File: config.mk
export PLATFORM = sky130hd
export DESIGN_NAME = scoreboard_button_conditioner_flat
export DESIGN_NICKNAME = d
export VERILOG_FILES = /design/src/rtl/scoreboard_button_conditioner_if.sv /design/src/rtl/scoreboard_button_conditioner.sv /design/src/flat_wrapper.sv
export SDC_FILE = /design/constraint.sdc
export NUM_CORES = 1
export LEC_CHECK = 0
export BUFFER_PORTS_ARGS = -buffer_cell sky130_fd_sc_hd__clkbuf_2
export CORE_MARGIN = 4
export CORE_UTILIZATION = 45
export CTS_BUF_LIST = sky130_fd_sc_hd__clkbuf_16
export DETAILED_ROUTE_END_ITERATION = 10
export GPL_TIMING_DRIVEN = 0
export RECOVER_POWER = 25
export SETUP_SLACK_MARGIN = 0.02
export SYNTH_ARGS = -nofsm -noshare
export SYNTH_HDL_FRONTEND = slang
export SYNTH_SLANG_ARGS = --single-unit
File: constraint.sdc
create_clock -name clock -period 4.53 [get_ports clock]
set_clock_uncertainty 0.05 [all_clocks]
set_input_delay 0.453 -clock clock [delete_from_list [all_inputs] [get_ports clock]]
set_output_delay 0.453 -clock clock [all_outputs]
set_load 0.01 [all_outputs]
File: src/rtl/scoreboard_button_conditioner_if.sv
// Board-side button inputs and controller-side command outputs of the scoreboard input stage.
// The board/bench drives the buttons (master); the conditioner drives the commands (slave).
interface scoreboard_button_conditioner_if;
  logic btn_one;
  logic btn_two;
  logic btn_three;
  logic btn_team;
  logic btn_pause;
  logic btn_reset_points;
  logic btn_reset_score;

  logic one_point;
  logic two_point;
  logic three_point;
  logic reset_points;
  logic reset_score;
  logic team;
  logic pause;

  modport master (
    output btn_one, btn_two, btn_three, btn_team, btn_pause,
           btn_reset_points, btn_reset_score,
    input  one_point, two_point, three_point, reset_points, reset_score,
           team, pause
  );

  modport slave (
    input  btn_one, btn_two, btn_three, btn_team, btn_pause,
           btn_reset_points, btn_reset_score,
    output one_point, two_point, three_point, reset_points, reset_score,
           team, pause
  );
endinterface

File: src/rtl/scoreboard_button_conditioner.sv
// Synchronises, debounces and rise-detects seven raw board inputs, then turns them into
// arbitrated one-cycle score/reset commands and toggled team/pause levels for the controller.
module scoreboard_button_conditioner #(
  parameter int SYNC_STAGES     = 2,
  parameter int DEBOUNCE_CYCLES = 1000000
) (
  input logic                          clock,
  input logic                          reset,
  scoreboard_button_conditioner_if.slave bus
);

  localparam int NUM_CH = 7;
  localparam int CNT_W  = $clog2(DEBOUNCE_CYCLES + 1);

  localparam int CH_ONE          = 0;
  localparam int CH_TWO          = 1;
  localparam int CH_THREE        = 2;
  localparam int CH_TEAM         = 3;
  localparam int CH_PAUSE        = 4;
  localparam int CH_RESET_POINTS = 5;
  localparam int CH_RESET_SCORE  = 6;

  logic [NUM_CH-1:0] raw;
  logic [NUM_CH-1:0] rise;

  assign raw = {bus.btn_reset_score, bus.btn_reset_points, bus.btn_pause,
                bus.btn_team, bus.btn_three, bus.btn_two, bus.btn_one};

  for (genvar g = 0; g < NUM_CH; g++) begin : g_ch
    logic [SYNC_STAGES-1:0] sync_q;
    logic [CNT_W-1:0]       cnt_q;
    logic [CNT_W-1:0]       cnt_inc;
    logic                   synced;
    logic                   deb_q;
    logic                   deb_prev_q;

    assign synced  = sync_q[SYNC_STAGES-1];
    assign cnt_inc = cnt_q + CNT_W'(1);
    assign rise[g] = deb_q & ~deb_prev_q;

    // NOTE: every piece of channel state is an ordinary flop (no RAM), so all of it is
    // cleared by reset; a button held through reset therefore counts as a fresh press.
    always_ff @(posedge clock) begin
      if (reset) begin
        sync_q     <= '0;
        cnt_q      <= '0;
        deb_q      <= 1'b0;
        deb_prev_q <= 1'b0;
      end else begin
        // NOTE: non-blocking assignments let the chain shift by exactly one stage per edge.
        sync_q     <= {sync_q[SYNC_STAGES-2:0], raw[g]};
        deb_prev_q <= deb_q;
        if (synced == deb_q) begin
          cnt_q <= '0;
        end else if (cnt_inc == CNT_W'(DEBOUNCE_CYCLES)) begin
          deb_q <= synced;
          cnt_q <= '0;
        end else begin
          cnt_q <= cnt_inc;
        end
      end
    end
  end

  logic one_q, two_q, three_q, reset_points_q, reset_score_q, team_q, pause_q;
  logic points_blocked;

  // A clear-scores command wins over any point that rises with it.
  assign points_blocked = rise[CH_RESET_POINTS];

  always_ff @(posedge clock) begin
    if (reset) begin
      one_q          <= 1'b0;
      two_q          <= 1'b0;
      three_q        <= 1'b0;
      reset_points_q <= 1'b0;
      reset_score_q  <= 1'b0;
      team_q         <= 1'b0;
      pause_q        <= 1'b0;
    end else begin
      three_q        <= rise[CH_THREE] & ~points_blocked;
      two_q          <= rise[CH_TWO] & ~rise[CH_THREE] & ~points_blocked;
      one_q          <= rise[CH_ONE] & ~rise[CH_TWO] & ~rise[CH_THREE] & ~points_blocked;
      reset_points_q <= rise[CH_RESET_POINTS];
      reset_score_q  <= rise[CH_RESET_SCORE];
      team_q         <= team_q ^ rise[CH_TEAM];
      pause_q        <= pause_q ^ rise[CH_PAUSE];
    end
  end

  assign bus.one_point    = one_q;
  assign bus.two_point    = two_q;
  assign bus.three_point  = three_q;
  assign bus.reset_points = reset_points_q;
  assign bus.reset_score  = reset_score_q;
  assign bus.team         = team_q;
  assign bus.pause        = pause_q;

endmodule

File: src/flat_wrapper.sv
// flat-port wrapper written by rule: the top's interface ports become plain ports
module scoreboard_button_conditioner_flat 
#(
  parameter int SYNC_STAGES     = 2,
  parameter int DEBOUNCE_CYCLES = 1000000
)
  (clock, reset, bus_btn_one, bus_btn_two, bus_btn_three, bus_btn_team, bus_btn_pause, bus_btn_reset_points, bus_btn_reset_score, bus_one_point, bus_two_point, bus_three_point, bus_reset_points, bus_reset_score, bus_team, bus_pause);
  scoreboard_button_conditioner_if bus_i ();
  input logic clock;
  input logic reset;
  input wire logic [$bits(bus_i.btn_one)-1:0] bus_btn_one;
  input wire logic [$bits(bus_i.btn_two)-1:0] bus_btn_two;
  input wire logic [$bits(bus_i.btn_three)-1:0] bus_btn_three;
  input wire logic [$bits(bus_i.btn_team)-1:0] bus_btn_team;
  input wire logic [$bits(bus_i.btn_pause)-1:0] bus_btn_pause;
  input wire logic [$bits(bus_i.btn_reset_points)-1:0] bus_btn_reset_points;
  input wire logic [$bits(bus_i.btn_reset_score)-1:0] bus_btn_reset_score;
  output wire logic [$bits(bus_i.one_point)-1:0] bus_one_point;
  output wire logic [$bits(bus_i.two_point)-1:0] bus_two_point;
  output wire logic [$bits(bus_i.three_point)-1:0] bus_three_point;
  output wire logic [$bits(bus_i.reset_points)-1:0] bus_reset_points;
  output wire logic [$bits(bus_i.reset_score)-1:0] bus_reset_score;
  output wire logic [$bits(bus_i.team)-1:0] bus_team;
  output wire logic [$bits(bus_i.pause)-1:0] bus_pause;
  assign bus_i.btn_one = bus_btn_one;
  assign bus_i.btn_two = bus_btn_two;
  assign bus_i.btn_three = bus_btn_three;
  assign bus_i.btn_team = bus_btn_team;
  assign bus_i.btn_pause = bus_btn_pause;
  assign bus_i.btn_reset_points = bus_btn_reset_points;
  assign bus_i.btn_reset_score = bus_btn_reset_score;
  assign bus_one_point = bus_i.one_point;
  assign bus_two_point = bus_i.two_point;
  assign bus_three_point = bus_i.three_point;
  assign bus_reset_points = bus_i.reset_points;
  assign bus_reset_score = bus_i.reset_score;
  assign bus_team = bus_i.team;
  assign bus_pause = bus_i.pause;
  scoreboard_button_conditioner #(.SYNC_STAGES(SYNC_STAGES), .DEBOUNCE_CYCLES(DEBOUNCE_CYCLES)) u_core (.clock(clock), .reset(reset), .bus(bus_i));
endmodule
==> flow_summary_export.csv, run 1 <==
group,metric,value,unit
power,seqPwrFrac,49.3,%
sta,fin_crit_sh,74.0,%
final_layout,area_growth_syn_to_layout,11.5,%
placement,dpl.cell_count,1309,
setup_path,worstPathCellList,"ha_1 -> clkbuf_1 -> and4_1 -> clkbuf_1 -> nand4_1 -> xor2_1 -> nand4_1 -> nor4_4 -> buf_2 -> nor3_1",
floorplan,dieWidth,148,um
detailed_routing,wl,18100,um
setup_path,cpMaxStageDelayCell,"nor4_4",
detailed_routing,drtIter0Drc,333,
synth,synth-edff-count,0,
run_status,status,"completed",
power,power_density,318,nW/um2
floorplan,die_y,148,um
clocking,cts_resized,0,
synth,synthesis.nets,1048,
global_routing,grt_pass1_vias,6565,
setup_path,endpoint_kind,"flop",
power,p_comb_share,1.1,%
clocking,tritoncts,"yes",
final_layout,fin_cells,1341,
synth,ys_warn_count,0,
sta,hold_viol,0,
min_path,hold_end,"u_core.g_ch[0].sync_q[0]",
final_layout,final_common_cell,"dfxtp_1",
clocking,clockBufferDepth,2,
floorplan,io_pins,16,
job,drv_cap,0,
synth,synthCells,1029,
final_layout,drive_gt1_share,7.34,%
setup_path,slowest_delay,580,ps
clocking,clock_sinks,175,
setup_path,reg2reg_slack,1180,ps
detailed_routing,via_count,7096,
setup_path,r2r-end,"u_core.g_ch[3].cnt_q[9]",
sta,worstMarginPinSlew,759,ps
synth,synth-main-ff-cell,"dfxtp_1",
setup_path,reg2reg_from,"u_core.g_ch[3].cnt_q[0]",
clocking,cts.htree.levels,4,
floorplan,coreArea,19500,um2
global_routing,grt_overflow,0,
setup_path,start_kind,"flop",
power,power_leakage,3.20,nW
min_path,hold_path.startpoint,"bus_btn_one",
global_routing,antenna_found_initial,0,
sta,final.setup.tns,0,ps
floorplan,start_util,45.6,%
sta,finalSetupViolCount,0,
synth,syn_avg_cell_area,8.63,um2
final_layout,nets,1082,
synth,synth_area,8880,um2
min_path,hold_class,"input port to flop",
clocking,cts_setup_buffers,0,
synth,synth.ff_latch_count,175,
setup_path,crit_required,4770,ps
clocking,cts_made_buffers,17,
synth,synthDistinctLibCells,70,
setup_path,r2r_cells,10,
floorplan,placement_rows,51,
power,clock_power_share,49.6,%
setup_path,path_buf_inv,3,
sta,maxSlewHeadroom,49.4,%
detailed_routing,wl_per_cell,13.5,um
placement,place.gp.congestion,0.818,
detailed_routing,drt_pass1_iterations,5,
global_routing,grt_usage,17.1,%
setup_path,path_delay_family,"simple AND/OR/NAND/NOR gates",
synth,yosysSeqAreaShare,39.4,%
setup_path,critPathKind,"flop to flop",
synth,ys_async_sr_fraction,0,%
power,peakVddDrop,0.231,mV
detailed_routing,postRouteAntennaNets,0,
clocking,cts_root_buffer,"clkbuf_16",
min_path,hold_path_depth,2,
clocking,clock_latency,420,ps
sta,rsz0062_at_grt,"no",
global_routing,grt_max_degree,17,
placement,post-dp-hpwl,12600,um
power,p_switching,0.621,mW
clocking,cts.hold.buffers_added,0,
detailed_routing,routed_via_density,5.29,
sta,period_minus_slack,3350,ps
setup_path,critPathArrivalTime,3590,ps
setup_path,crit_start,"u_core.g_ch[3].cnt_q[0]",
sta,fmax,0.298,GHz
global_routing,grt_pass1_wl,31700,um
setup_path,worstPathMaxFanout,10,
clocking,clk_pin_slew_worst_paths,70,ps
floorplan,dieArea,22000,um2
final_layout,antennaDiodeCount,0,
power,swShare,19.7,%
detailed_routing,drc,0,
final_layout,nFillCells,1853,
sta,slew_violations,0,
final_layout,mostFrequentLayoutCells,"175 x dfxtp_1, 99 x nor3_1, 91 x nor2_1, 67 x xnor2_1",
power,p_int,2.53,mW
placement,port_buffers,15,
flip-flops by register name, summed over array words and instances, names as in the netlist:
signal and count:
u_core.bus.pause 1, u_core.bus.three_point 1, u_core.g_ch.sync_q 14, u_core.bus.reset_score 1
u_core.g_ch.cnt_q 140, u_core.bus.team 1, u_core.bus.two_point 1, u_core.g_ch.deb_q 7
u_core.bus.reset_points 1, u_core.g_ch.deb_prev_q 7, u_core.bus.one_point 1
layout make-up:
class | count | area (um2) | area share (%)
Multi-Input combinational cell | 779 | 5070 | 51.2
Sequential cell | 175 | 3500 | 35.4
Clock buffer | 17 | 425 | 4.30
Tap cell | 265 | 332 | 3.35
Buffer | 51 | 216 | 2.19
Clock inverter | 15 | 199 | 2.01
Inverter | 24 | 90.1 | 0.910
Timing Repair Buffer | 15 | 65.1 | 0.657
kinds of logic after synthesis:
logic type               share of synthesized area, %
buffers and inverters                            3.45
flip-flops                                       39.4
XOR/XNOR                                         12.9
AND/OR/NAND/NOR                                  33.8
adder cells (fa/ha/maj)                          1.41
AO/OA/AOI/OAI                                    7.61
multiplexers                                     1.32
how the worst max path moves through the flow:
| stage | to | slack (ps) | cells past startpoint |
|---|---|---|---|
| global placement | u_core.g_ch[3].cnt_q[6] | 1190 | 10 |
| finish | u_core.g_ch[3].cnt_q[9] | 1180 | 10 |
| global route | u_core.g_ch[3].cnt_q[7] | 890 | 10 |
| CTS | u_core.g_ch[3].cnt_q[6] | 1160 | 10 |
| floorplan | u_core.g_ch[3].deb_q | 1830 | 9 |
| detailed placement | u_core.g_ch[3].cnt_q[9] | 1170 | 10 |
per-layer routing:
metal  global-route usage, %  share of wire (%)
met1                    24.8                 53
met2                    26.3                 44
met3                    3.44                2.5
met4                    3.88               0.70
met5                       0                  0
cells in the mapped netlist (all sizes together) (5+ instances only):
master | instances | share of area, %
a211o | 5 | 0.49
a211oi | 8 | 0.68
a21oi | 21 | 1.2
a31oi | 5 | 0.35
and2 | 8 | 0.56
and3 | 12 | 0.85
and4 | 12 | 1.2
buf | 17 | 0.99
clkbuf | 34 | 1.5
dfxtp | 175 | 39
ha | 10 | 1.4
inv | 24 | 1.0
mux2 | 6 | 0.76
mux2i | 5 | 0.56
nand2 | 64 | 2.7
nand2b | 22 | 1.5
nand3 | 58 | 3.4
nand4 | 51 | 4.1
nor2 | 91 | 3.8
nor2b | 33 | 2.3
nor3 | 99 | 5.6
nor3b | 15 | 1.3
nor4 | 36 | 3.6
o21ai | 18 | 1.0
o31ai | 5 | 0.42
or3 | 13 | 0.92
xnor2 | 67 | 6.6
xor2 | 64 | 6.3
power by group through the flow:
stage,Clock [mW],Combinational [mW],Sequential (mW)
after global placement,0,0.0360,1.59
after global routing,1.68,0.0395,1.55
after detailed placement,0,0.0360,1.59
after floorplan,0,0.0220,1.58
final,1.56,0.0346,1.55
after CTS,1.60,0.0361,1.55
per-stage QoR:
stage          worst slack (ps)  hold slack [ps]  cell area [um2]  utilization (%)  total power [mW]
2_1_floorplan              1830              318             8880                -              1.61
3_3_place_gp               1190              329             9290             47.7              1.62
3_5_place_dp               1170              322             9290             47.7              1.62
4_1_cts                    1160              185             9910             50.9              3.19
5_1_grt                     886              203             9900             50.9              3.27
6_report                   1180              196             9900             50.9              3.15
(Power assumes the default switching activity.)
==> inputs of run 2 (changes only) <==
==> constraint.sdc (replaced) <==
create_clock -name clock -period 3.3 [get_ports clock]
set_clock_uncertainty 0.05 [all_clocks]
set_input_delay 0.33 -clock clock [delete_from_list [all_inputs] [get_ports clock]]
set_output_delay 0.33 -clock clock [all_outputs]
set_load 0.01 [all_outputs]
==> run 2 against run 1 <==
Net effect: non-clock buffer count increased by 5; sequential power rose by 37%; final cell count grew 0.37%; total power grew 37%; combinational power grew 37%; wire length rose by 0.49%; sequential share of layout area fell by 0.15 points; clock power rose by 37%; die area did not move; largest cell class unchanged.
==> flow_summary_export.csv, run 2 (synthesized netlist as in run 1, its figures left out) <==
group,metric,value,unit
clocking,cts_root_buffer,"clkbuf_16",
global_routing,antenna_found_initial,0,
final_layout,mostFrequentLayoutCells,"175 x dfxtp_1, 99 x nor3_1, 91 x nor2_1, 67 x xnor2_1",
final_layout,largest_register,"u_core.g_ch.cnt_q",
placement,port_buffers,15,
sta,fmax,0.325,GHz
sta,final.setup.tns,0,ps
global_routing,grt_usage,17.1,%
floorplan,dieWidth,148,um
clocking,clk_pin_slew_worst_paths,60,ps
setup_path,critPathKind,"flop to flop",
global_routing,grt_overflow,0,
sta,maxSlewHeadroom,49.4,%
sta,rsz0062_at_grt,"no",
setup_path,slowest_delay,520,ps
clocking,clockBufferDepth,2,
power,peakVddDrop,0.317,mV
setup_path,cpMaxStageDelayCell,"dfxtp_1",
clocking,cts.htree.levels,4,
final_layout,largest_register_ffs,140,
placement,post-dp-hpwl,12600,um
sta,finalSetupViolCount,0,
final_layout,nets,1087,
floorplan,placement_rows,51,
final_layout,drive_gt1_share,7.86,%
sta,slew_violations,0,
final_layout,post-route-util,51.1,%
floorplan,start_util,45.6,%
min_path,hold_path_depth,2,
detailed_routing,drt_pass1_iterations,5,
sta,worstMarginPinSlew,759,ps
setup_path,endpoint_kind,"flop",
detailed_routing,wl_per_cell,13.5,um
clocking,clock_latency,420,ps
global_routing,grt_pass1_vias,6578,
sta,hold_viol,0,
global_routing,grt_pass1_wl,31700,um
run_status,status,"completed",
setup_path,crit_required,3550,ps
final_layout,area_growth_syn_to_layout,12.0,%
final_layout,fin_cells,1346,
clocking,tritoncts,"yes",
detailed_routing,postRouteAntennaNets,0,
floorplan,coreArea,19500,um2
placement,dpl.cell_count,1309,
setup_path,worstPathMaxFanout,10,
detailed_routing,drtIter0Drc,312,
clocking,clock_sinks,175,
detailed_routing,drc,0,
final_layout,largestRegisters,"u_core.g_ch.cnt_q x140, u_core.g_ch.sync_q x14",
setup_path,critPathArrivalTime,3330,ps
setup_path,start_kind,"flop",
setup_path,worstPathCellList,"ha_1 -> and4_1 -> clkbuf_1 -> nand4_1 -> xor2_1 -> nand4_1 -> nor4_4 -> buf_4 -> mux2_1",
floorplan,io_pins,16,
floorplan,dieArea,22000,um2
final_layout,final_common_cell,"dfxtp_1",
global_routing,grt_max_degree,17,
detailed_routing,via_count,7102,
clocking,cts_made_buffers,17,
final_layout,antennaDiodeCount,0,
setup_path,path_common_cell,"nand4_1",
placement,place.gp.congestion,0.818,
min_path,hold_class,"input port to flop",
sta,period_minus_slack,3080,ps
detailed_routing,wl,18200,um
floorplan,die_y,148,um
detailed_routing,routed_via_density,5.28,
setup_path,r2r_cells,9,
power,power_leakage,3.23,nW
sta,fin_crit_sh,93.3,%
job,drv_cap,0,
power,power_density,434,nW/um2
run 2: worst paths after layout:
check	startpoint	endpoint	slack (ps)
max	u_core.g_ch[3].cnt_q[0]	u_core.g_ch[3].deb_q	220
min reg2reg	u_core.g_ch[6].deb_prev_q	u_core.bus.reset_score	330
min	bus_btn_one	u_core.g_ch[0].sync_q[0]	70
max reg2reg	u_core.g_ch[3].cnt_q[0]	u_core.g_ch[3].deb_q	220
run 2: cell type report:
class / instances / area (um2)
fill: 1848 / 9520
multi-input combinational: 779 / 5070
sequential: 175 / 3500
clock buffer: 17 / 425
tap: 265 / 332
buffer: 50 / 213
clock inverter: 15 / 199
timing repair buffer: 21 / 110
inverter: 24 / 90.1
run 2: per-layer routing:
layer  global-route usage (%)  wire, um  up-vias
met5                        0         0        -
met4                     3.88       124        0
met3                     3.44       448        9
met2                     26.4      8080       71
met1                     24.7      9550     3252
li1                         -         -     3770
run 2: metrics by stage:
step	area, um2	hold slack (ps)	power, mW	setup WS, ps
after floorplan	8880	318	2.21	601
after global placement	9290	329	2.23	-43.7
after detailed placement	9290	322	2.23	-60.1
after CTS	9930	61.8	4.38	140
after global routing	9940	80.4	4.49	30.2
final	9940	72.2	4.32	221
run 2: power breakdown:
part	leakage (nW)	internal [mW]	switching (mW)
Combinational	1.51	0.0173	0.0302
Clock	0.310	1.33	0.813
Sequential	1.41	2.12	0.00734
Total	3.23	3.47	0.851
run 2: critical path: cells and delay by family (launching register included):
family / cells / cell delay, ps
muxes: 1 / 300
adders and majority gates: 1 / 420
and+or+nand+nor: 4 / 970
xor gates and xnor gates: 1 / 230
buffers and inverters: 2 / 470
DFF: 1 / 520
run 2: what timing repair did:
item                                    CTS  global route
setup buffers                             3             3
endpoints found under the hold margin     0             0
hold buffers                              0             0
pin swaps                                 1             1
gates resized for setup                   0             1
endpoints found under the setup margin   11            22
==> inputs of run 3 (changes only) <==
--- a/config.mk
+++ b/config.mk
@@ -5,6 +5,7 @@
 export SDC_FILE = /design/constraint.sdc
 export NUM_CORES = 1
 export LEC_CHECK = 0
+export ABC_AREA = 1
 export BUFFER_PORTS_ARGS = -buffer_cell sky130_fd_sc_hd__clkbuf_2
 export CORE_MARGIN = 4
 export CORE_UTILIZATION = 45
==> run 3 against run 2 <==
Net effect: die area is 1.2% higher; sequential cell count unchanged; combinational power up 16%; via count increased by 11%; critical endpoint is now u_core.g_ch[4].cnt_q[3]; highest routed layer unchanged.
==> flow_summary_export.csv, run 3 <==
group,metric,value,unit
global_routing,grt_pass1_vias,7488,
synth,synthesis.nets,1430,
clocking,clockBufferDepth,2,
synth,synth-main-ff-cell,"dfxtp_1",
final_layout,drive_gt1_share,5.97,%
clocking,cts.hold.buffers_added,0,
synth,synthDistinctLibCells,29,
detailed_routing,drc,0,
final_layout,area_growth_syn_to_layout,11.0,%
synth,syn_avg_cell_area,6.38,um2
detailed_routing,wl_per_cell,10.5,um
final_layout,final_common_cell,"nand2_1",
synth,synth_area,9000,um2
placement,place.gp.congestion,0.836,
sta,period_minus_slack,2570,ps
clocking,clock_sinks,175,
synth,ys_warn_count,0,
final_layout,largest_register_ffs,140,
synth,yosysTopAreaCell,"dfxtp_1",
synth,synthCells,1411,
detailed_routing,drt_pass1_iterations,5,
final_layout,nFillCells,2039,
detailed_routing,wl,18000,um
setup_path,reg2reg_slack,730,ps
synth,synth_area_leaders,"dfxtp_1 39%, nand2_1 16%, nor2_1 13%, inv_1 8.7%, nand3_1 4.8%",
global_routing,grt_overflow,0,
global_routing,antenna_found_initial,0,
detailed_routing,postRouteAntennaNets,0,
sta,worstMarginPinSlew,498,ps
global_routing,grt_max_degree,17,
synth,synth_most_common_cell,"nand2_1",
power,peakVddDrop,0.347,mV
synth,yosysSeqAreaShare,38.9,%
final_layout,antennaDiodeCount,0,
floorplan,placement_rows,51,
detailed_routing,via_count,7907,
sta,slew_violations,0,
clocking,clk_pin_slew_worst_paths,70,ps
sta,rsz0062_at_grt,"no",
synth,synth-edff-count,0,
floorplan,start_util,45.9,%
floorplan,die_y,149,um
global_routing,grt_usage,17.5,%
floorplan,dieArea,22300,um2
synth,ys_async_sr_fraction,0,%
sta,final.setup.tns,0,ps
final_layout,largestRegisters,"u_core.g_ch.cnt_q x140, u_core.g_ch.sync_q x14",
setup_path,critPathArrivalTime,2840,ps
setup_path,slowest_delay,370,ps
detailed_routing,drtIter0Drc,304,
setup_path,worstPathCellList,"ha_1 -> nand2_1 -> nor2_1 -> nand2_1 -> nor2_1 -> nand3_1 -> nand2_1 -> nand2_1 -> nor2_1 -> nand3_1 -> nand2_1 -> buf_6 -> nor2_1",
clocking,cts.htree.levels,4,
run_status,status,"completed",
clocking,clock_latency,420,ps
clocking,cts_made_buffers,17,
job,drv_cap,0,
global_routing,grt_pass1_wl,32600,um
min_path,hold_class,"input port to flop",
clocking,tritoncts,"yes",
sta,maxSlewHeadroom,66.8,%
floorplan,io_pins,16,
setup_path,endpoint_kind,"flop",
final_layout,mostFrequentLayoutCells,"396 x nand2_1, 322 x nor2_1, 209 x inv_1, 175 x dfxtp_1, 89 x nand3_1",
clocking,cts_resized,0,
setup_path,critPathKind,"flop to flop",
setup_path,worstPathMaxFanout,10,
final_layout,nets,1464,
power,power_leakage,3.68,nW
floorplan,coreArea,19600,um2
final_layout,largest_register,"u_core.g_ch.cnt_q",
sta,fin_crit_sh,78.0,%
setup_path,path_common_cell,"nand2_1",
clocking,cts_setup_buffers,0,
synth,synth.ff_latch_count,175,
placement,post-dp-hpwl,13800,um
sta,fin_hold_ws,61.5,ps
floorplan,dieWidth,149,um
setup_path,crit_required,3560,ps
setup_path,cpMaxStageDelayCell,"dfxtp_1",
sta,fmax,0.389,GHz
synth,synthTopCellsByCount,"395 x nand2_1, 319 x nor2_1, 209 x inv_1",
power,power_density,431,nW/um2
detailed_routing,routed_via_density,4.59,
synth,synth_top_cell_area_share,38.9,%
placement,port_buffers,15,
clocking,cts_root_buffer,"clkbuf_16",
sta,hold_viol,0,
sta,finalSetupViolCount,0,
setup_path,start_kind,"flop",
## run 3: changes by cell type in the layout (fill, tap and decap cells not counted), moves of 33 or more
cell,change
nor3_1,-82
nand3_1,+33
nand2_1,+332
xnor2_1,-54
inv_1,+183
nor2_1,+231
nor2b_1,-33
xor2_1,-40
## run 3: final timing paths
kind	startpoint	endpoint	cells past startpoint
worst min-delay path	bus_btn_team	u_core.g_ch[3].sync_q[0]	3
worst min register to register	u_core.g_ch[6].sync_q[0]	u_core.g_ch[6].sync_q[1]	2
worst max-delay path	u_core.g_ch[4].cnt_q[0]	u_core.g_ch[4].cnt_q[3]	13
worst max register to register	u_core.g_ch[4].cnt_q[0]	u_core.g_ch[4].cnt_q[3]	13
## run 3: area by class of cell
cell class,count,area [um2],area share (%)
Clock inverter,15,194,1.94
Buffer,15,116,1.17
Inverter,210,788,7.90
Tap cell,265,332,3.32
Sequential cell,175,3500,35.1
Timing Repair Buffer,15,65.1,0.652
Multi-Input combinational cell,1011,4560,45.7
Clock buffer,17,425,4.26
## run 3: kinds of logic (layout without fill, tap and decap cells)
group                      count (synthesis)  count (layout)  share of synthesized area [%]
DFF                                      175             175                           38.9
adders and majority gates                 10              10                           1.39
buffers and inverters                    225             272                           10.1
AOI/OAI and AO/OA                         55              55                           3.30
xor gates and xnor gates                  37              37                           3.60
and+or+nand+nor                          909             909                           42.7
## run 3: critical path, delay by kind of cell (launching register included)
| family | cells | cell delay, ps |
|---|---|---|
| adder cells (fa/ha/maj) | 1 | 220 |
| buffers and inverters | 1 | 200 |
| flip-flops | 1 | 370 |
| AND/OR/NAND/NOR | 11 | 1610 |
## run 3: metrics by stage
step / instance area (um2) / instances / power (mW) / worst slack, ps / utilization [%]
after CTS: 10000 / 1723 / 4.37 / 986 / 51.2
after global placement: 9400 / 1691 / 2.23 / 1020 / 48.0
after floorplan: 9000 / 1411 / 2.21 / 1390 / -
after detailed placement: 9400 / 1691 / 2.23 / 1000 / 48.0
after global routing: 9980 / 1723 / 4.45 / 402 / 51.0
final: 9980 / 1723 / 4.30 / 727 / 51.0
## run 3: power by group
group          internal [mW]  switching (mW)
clock network           1.26           0.856
logic                 0.0186          0.0367
registers               2.12         0.00610
total                   3.40           0.898
## run 3: routing by layer
layer	track usage (%)	vias to the layer above	wire (um)
li1	-	4386	-
met1	23.9	3434	9440
met2	28.6	76	7880
met3	3.59	11	553
met4	4.35	0	156
met5	0	-	0
